File: src/rtl/instr_fetch_unit.sv
// instr_fetch_unit
//   Fetch / memory-address stage in front of the CPU controller. It holds the
//   PC, the data address register and the IR, and sequences instruction
//   reads from a RAM whose read latency is RAM_LAT cycles (1..3). It also
//   decodes the IR fields and issues single-cycle data writes.
// Ports
//   clk, rst_n           clock, synchronous active-low reset
//   fetch_req            level: fetch the instruction at pc
//   clear_pc             pc := RESET_PC, abort any in-flight fetch
//   load_addr            data_addr := dp_out[ADDR_W-1:0]
//   sel_addr             idle address source (1 = pc, 0 = data_addr)
//   mem_w_req            write dp_wdata at data_addr (idle only)
//   dp_out, dp_wdata     datapath address source / store data
//   ram_rdata            RAM read data, RAM_LAT cycles after the address
//   ram_addr, ram_wdata, ram_w_en   RAM interface
//   busy, fetch_done     fetch in flight / IR updated on the previous edge
//   pc, ir               architectural PC and instruction register
//   opcode..rm, sximm8, sximm5      IR field decode (combinational)
module instr_fetch_unit #(
  parameter int                ADDR_W   = 8,
  parameter int                DATA_W   = 16,
  parameter logic [ADDR_W-1:0] RESET_PC = '0,
  parameter int                RAM_LAT  = 1
) (
  input  logic              clk,
  input  logic              rst_n,
  input  logic              fetch_req,
  input  logic              clear_pc,
  input  logic              load_addr,
  input  logic              sel_addr,
  input  logic              mem_w_req,
  input  logic [DATA_W-1:0] dp_out,
  input  logic [DATA_W-1:0] dp_wdata,
  input  logic [DATA_W-1:0] ram_rdata,
  output logic [ADDR_W-1:0] ram_addr,
  output logic [DATA_W-1:0] ram_wdata,
  output logic              ram_w_en,
  output logic              busy,
  output logic              fetch_done,
  output logic [ADDR_W-1:0] pc,
  output logic [DATA_W-1:0] ir,
  output logic [2:0]        opcode,
  output logic [1:0]        alu_op,
  output logic [2:0]        rn,
  output logic [2:0]        rd,
  output logic [1:0]        shift_op,
  output logic [2:0]        rm,
  output logic [DATA_W-1:0] sximm8,
  output logic [DATA_W-1:0] sximm5
);

  typedef enum logic [1:0] {S_IDLE, S_ISSUE, S_WAIT, S_LATCH} state_t;

  state_t              state_q, state_d;
  logic [ADDR_W-1:0]   pc_q, pc_d;
  logic [DATA_W-1:0]   ir_q, ir_d;
  logic [ADDR_W-1:0]   data_addr_q, data_addr_d;
  logic [1:0]          cnt_q, cnt_d;
  logic                fetch_done_q, fetch_done_d;

  // Only the low ADDR_W bits of the datapath output form an address.
  logic unused_dp_hi;
  assign unused_dp_hi = ^dp_out[DATA_W-1:ADDR_W];

  always_comb begin
    state_d      = state_q;
    pc_d         = pc_q;
    ir_d         = ir_q;
    cnt_d        = cnt_q;
    fetch_done_d = 1'b0;
    data_addr_d  = load_addr ? dp_out[ADDR_W-1:0] : data_addr_q;
    ram_addr     = pc_q;
    ram_w_en     = 1'b0;
    busy         = 1'b1;
    case (state_q)
      S_IDLE: begin
        busy     = 1'b0;
        // A write always targets data_addr, whatever sel_addr says.
        ram_addr = (sel_addr && !mem_w_req) ? pc_q : data_addr_q;
        if (mem_w_req)      ram_w_en = !clear_pc;
        else if (fetch_req) state_d  = S_ISSUE;
      end
      S_ISSUE: begin
        cnt_d   = 2'(RAM_LAT - 1);
        state_d = (RAM_LAT > 1) ? S_WAIT : S_LATCH;
      end
      S_WAIT: begin
        // One WAIT cycle per extra latency cycle beyond the first.
        cnt_d = cnt_q - 2'd1;
        if (cnt_q <= 2'd1) state_d = S_LATCH;
      end
      S_LATCH: begin
        ir_d         = ram_rdata;
        pc_d         = pc_q + 1'b1;
        fetch_done_d = 1'b1;
        state_d      = S_IDLE;
      end
      default: state_d = S_IDLE;
    endcase
    // clear_pc beats everything, including a fetch completing this edge.
    if (clear_pc) begin
      state_d      = S_IDLE;
      pc_d         = RESET_PC;
      ir_d         = ir_q;
      fetch_done_d = 1'b0;
    end
  end

  always_ff @(posedge clk) begin
    if (!rst_n) begin
      state_q      <= S_IDLE;
      pc_q         <= RESET_PC;
      ir_q         <= '0;
      data_addr_q  <= '0;
      cnt_q        <= '0;
      fetch_done_q <= 1'b0;
    end else begin
      state_q      <= state_d;
      pc_q         <= pc_d;
      ir_q         <= ir_d;
      data_addr_q  <= data_addr_d;
      cnt_q        <= cnt_d;
      fetch_done_q <= fetch_done_d;
    end
  end

  assign ram_wdata  = dp_wdata;
  assign fetch_done = fetch_done_q;
  assign pc         = pc_q;
  assign ir         = ir_q;
  assign opcode     = ir_q[15:13];
  assign alu_op     = ir_q[12:11];
  assign rn         = ir_q[10:8];
  assign rd         = ir_q[7:5];
  assign shift_op   = ir_q[4:3];
  assign rm         = ir_q[2:0];
  assign sximm8     = {{(DATA_W-8){ir_q[7]}}, ir_q[7:0]};
  assign sximm5     = {{(DATA_W-5){ir_q[4]}}, ir_q[4:0]};

endmodule
File: config.mk
export PLATFORM = sky130hd
export DESIGN_NAME = instr_fetch_unit
export DESIGN_NICKNAME = d
export VERILOG_FILES = /design/src/rtl/instr_fetch_unit.sv
export SDC_FILE = /design/constraint.sdc
export NUM_CORES = 1
export LEC_CHECK = 0
export CAP_MARGIN = 20
export CORE_ASPECT_RATIO = 1.75
export CORE_MARGIN = 3
export CORE_UTILIZATION = 38
export DETAILED_ROUTE_END_ITERATION = 10
export GPL_TIMING_DRIVEN = 0
export PLACE_DENSITY = 0.87
export SETUP_SLACK_MARGIN = 0.05
export SLEW_MARGIN = 40
export SYNTH_ARGS = -nofsm -noshare
export SYNTH_HDL_FRONTEND = slang
export SYNTH_SLANG_ARGS = --single-unit
File: constraint.sdc
create_clock -name clk -period 3.35 [get_ports clk]
set_input_delay 0.67 -clock clk [delete_from_list [all_inputs] [get_ports clk]]
set_output_delay 0.67 -clock clk [all_outputs]
set_load 0.01 [all_outputs]
==> impl_metrics.tcl <==
set metrics [dict create \
    finClkSkew_ns 0.00574 \
    drcViolationCount 0 \
    place_congestion 0.814 \
    gr-total-overflow 0 \
    clkTransAtPathRegs_ns 0.07 \
    fill_cells 444 \
    clk_latency_ns 0.28 \
    post-route-util_pct 67.2 \
    finalHoldViolCount 0 \
    start_util_pct 40.0 \
    grt_max_degree 17 \
    die_h_um 105 \
    drt_iter0_markers 33 \
    period_share_pct 92.7 \
    grtUsageTotal_pct 16.1 \
    vias 1965 \
    ys_seq_area_share_pct 34.7 \
    num_antenna_cells 0 \
    dieArea_um2 6590 \
    clock-sinks 37 \
    synth_nets 304 \
    nets 439 \
    multi_input_area_um2 838 \
    cts_made_buffers 5 \
    cp-endpoint "ram_addr[2]" \
    rsz0062_at_grt "no" \
    synth_seq_cells 37 \
    place_hpwl_um 4360 \
    fin_setup_tns_ns 0 \
    antenna_found_initial 0 \
    setup_viol 0 \
    viasPerCell 4.34 \
    ioPinCount 154 \
    pwr_density_cell_nw_per_um2 249 \
    root_buffer "clkbuf_8" \
    die_w_um 62.7 \
    critPathLaunch "sel_addr" \
    async_reset_ff_share_pct 0 \
    finalCriticalPeriod_ns 3.11 \
    synth_area_um2 2140 \
    hp-class "reg -> reg" \
    worstSetupEndpointType "primary output" \
    irDropWorstVdd_v 0.000240 \
    r2r_slack_ns 1.81 \
    cts.htree.levels 2 \
    tightest_slew_ns 0.555 \
    synth_area_per_cell_um2 8.79 \
    power_leakage_nw 1.49 \
    cts_tree "done" \
    port_buffers 128 \
    regArea_um2 741 \
    cts_resized 0 \
    status "finished, final reports clean" \
    avgRoutedWirePerCell_um 11.8 \
    maxCapViolations 0 \
    reg2reg_depth 7 \
    timing.rr.end "ir[12]" \
    yosysWarningCount 0 \
    postCtsHoldBufs 0 \
    first_pass_iters 4 \
    worstSetupStartpointType "input pin" \
    synth_enable_flop_cells 0 \
    drv_slew 0 \
    fin_hold_ws_ns 0.466 \
    cp.required_ns 2.68 \
    fp.coreArea_um2 5340 \
    postCtsSetupRepairBufs 0 \
    area_delta_synth_final_pct 68.2 \
    max_slew_margin_pct 63.0 \
    grt_pass1_vias 1903 \
    timing.fmax_ghz 0.322 \
    synthDistinctLibCells 30 \
    synthFlopType "dfxtp_1" \
    postRouteAntennaNets 0 \
    drt-total-wl_um 5360 \
    rr_startpoint "state_q[1]" \
    critPathMaxFanout 8 \
    synthCells 243 \
    path_class "in -> out" \
    drive_gt1_share_pct 23.5 \
    cts.path.max_buffers 2 \
    grt_pass1_wl_um 8690 \
    rows 35 \
    arrival_ns 2.44 \
]
flip-flops by register name, summed over array words and instances, names as in the netlist:
register     count
ir              16
data_addr_q      8
pc               8
cnt_q            2
state_q          2
fetch_done       1
how the worst min path moves through the flow:
stage	end	slack, ns	start	cells past startpoint
final	ir[15]	0.47	ir[15]	2
after global routing	ir[15]	0.49	ir[15]	2
after CTS	ir[15]	0.47	ir[15]	2
after detailed placement	ir[15]	0.46	ir[15]	2
after global placement	ir[15]	0.46	ir[15]	2
after floorplan	state_q[0]	0.47	state_q[0]	2
worst max-delay path, cell delays in order:
cell and delay (ns):
clkdlybuf4s50_1 0.46, inv_1 0.04, o21ai_2 0.39, mux2_2 0.39
clkdlybuf4s50_1 0.48
metrics by stage:
step | worst slack, ns | instance area [um2] | total power [W] | cells
floorplan | 1.29 | 2140 | 0.000525 | 243
global placement | 0.247 | 3510 | 0.000601 | 445
detailed placement | 0.218 | 3510 | 0.000603 | 445
CTS | 0.216 | 3590 | 0.000906 | 453
global route | 0.122 | 3590 | 0.000938 | 453
finish | 0.245 | 3590 | 0.000893 | 453
kinds of logic after synthesis:
group | after synthesis | share of synthesized area [%]
flops | 37 | 34.7
simple gates | 72 | 16.3
fa+ha+maj | 6 | 3.51
mux | 20 | 9.84
buf+inv | 80 | 26.1
xor+xnor | 4 | 1.64
compound gates | 24 | 7.97
layout by cell type, fill, tap and decap left out, types with 2 or more instances in the layout:
cell type	Yosys	final
inv_1	6	6
and2_1	3	3
clkbuf_1	4	5
nand2_1	41	41
o21ai_0	3	3
ha_1	6	6
mux2i_1	12	12
nand4_1	4	4
a21boi_1	16	16
nand2b_1	2	2
dfxtp_1	37	37
or3_1	2	2
nor2b_1	8	8
clkbuf_8	0	5
a21oi_1	2	2
mux2_2	8	8
buf_2	4	4
nor2_1	6	6
xor2_1	3	3
clkinv_2	0	2
clkdlybuf4s50_1	0	128
buf_4	65	65
metal layers:
metal | wire length (um) | GRT usage (%) | vias up
met5 | 0 | 0 | -
met4 | 95 | 5.69 | 0
met3 | 477 | 5.48 | 10
met2 | 2880 | 31.1 | 113
met1 | 1910 | 15.3 | 856
li1 | - | - | 986
Yosys cell counts (2+ instances only):
| cell | count | share of area [%] |
|---|---|---|
| ha_1 | 6 | 3.5 |
| buf_2 | 4 | 0.94 |
| mux2i_1 | 12 | 5.6 |
| nand2_1 | 41 | 7.2 |
| mux2_2 | 8 | 4.2 |
| inv_1 | 6 | 1.1 |
| a21oi_1 | 2 | 0.47 |
| dfxtp_1 | 37 | 35 |
| buf_4 | 65 | 23 |
| nor2b_1 | 8 | 2.3 |
| nand2b_1 | 2 | 0.59 |
| nand4_1 | 4 | 1.2 |
| clkbuf_1 | 4 | 0.70 |
| and2_1 | 3 | 0.88 |
| xor2_1 | 3 | 1.2 |
| or3_1 | 2 | 0.59 |
| o21ai_0 | 3 | 0.70 |
| nor2_1 | 6 | 1.1 |
| a21boi_1 | 16 | 5.6 |
power by group:
group	internal (W)	total [W]	switching (W)
Combinational	0.0000949	0.000141	0.0000461
Clock	0.000144	0.000302	0.000158
Sequential	0.000446	0.000450	0.00000381
Total	0.000685	0.000893	0.000208
area by class of cell:
cell class / count / share of cell area (%)
Clock buffer: 6 / 2.02
Timing Repair Buffer: 128 / 35.7
Sequential cell: 37 / 20.6
Buffer: 74 / 14.9
Inverter: 6 / 0.627
Tap cell: 74 / 2.58
Clock inverter: 2 / 0.279
Multi-Input combinational cell: 126 / 23.3
Power figures use the tool's default switching activity.
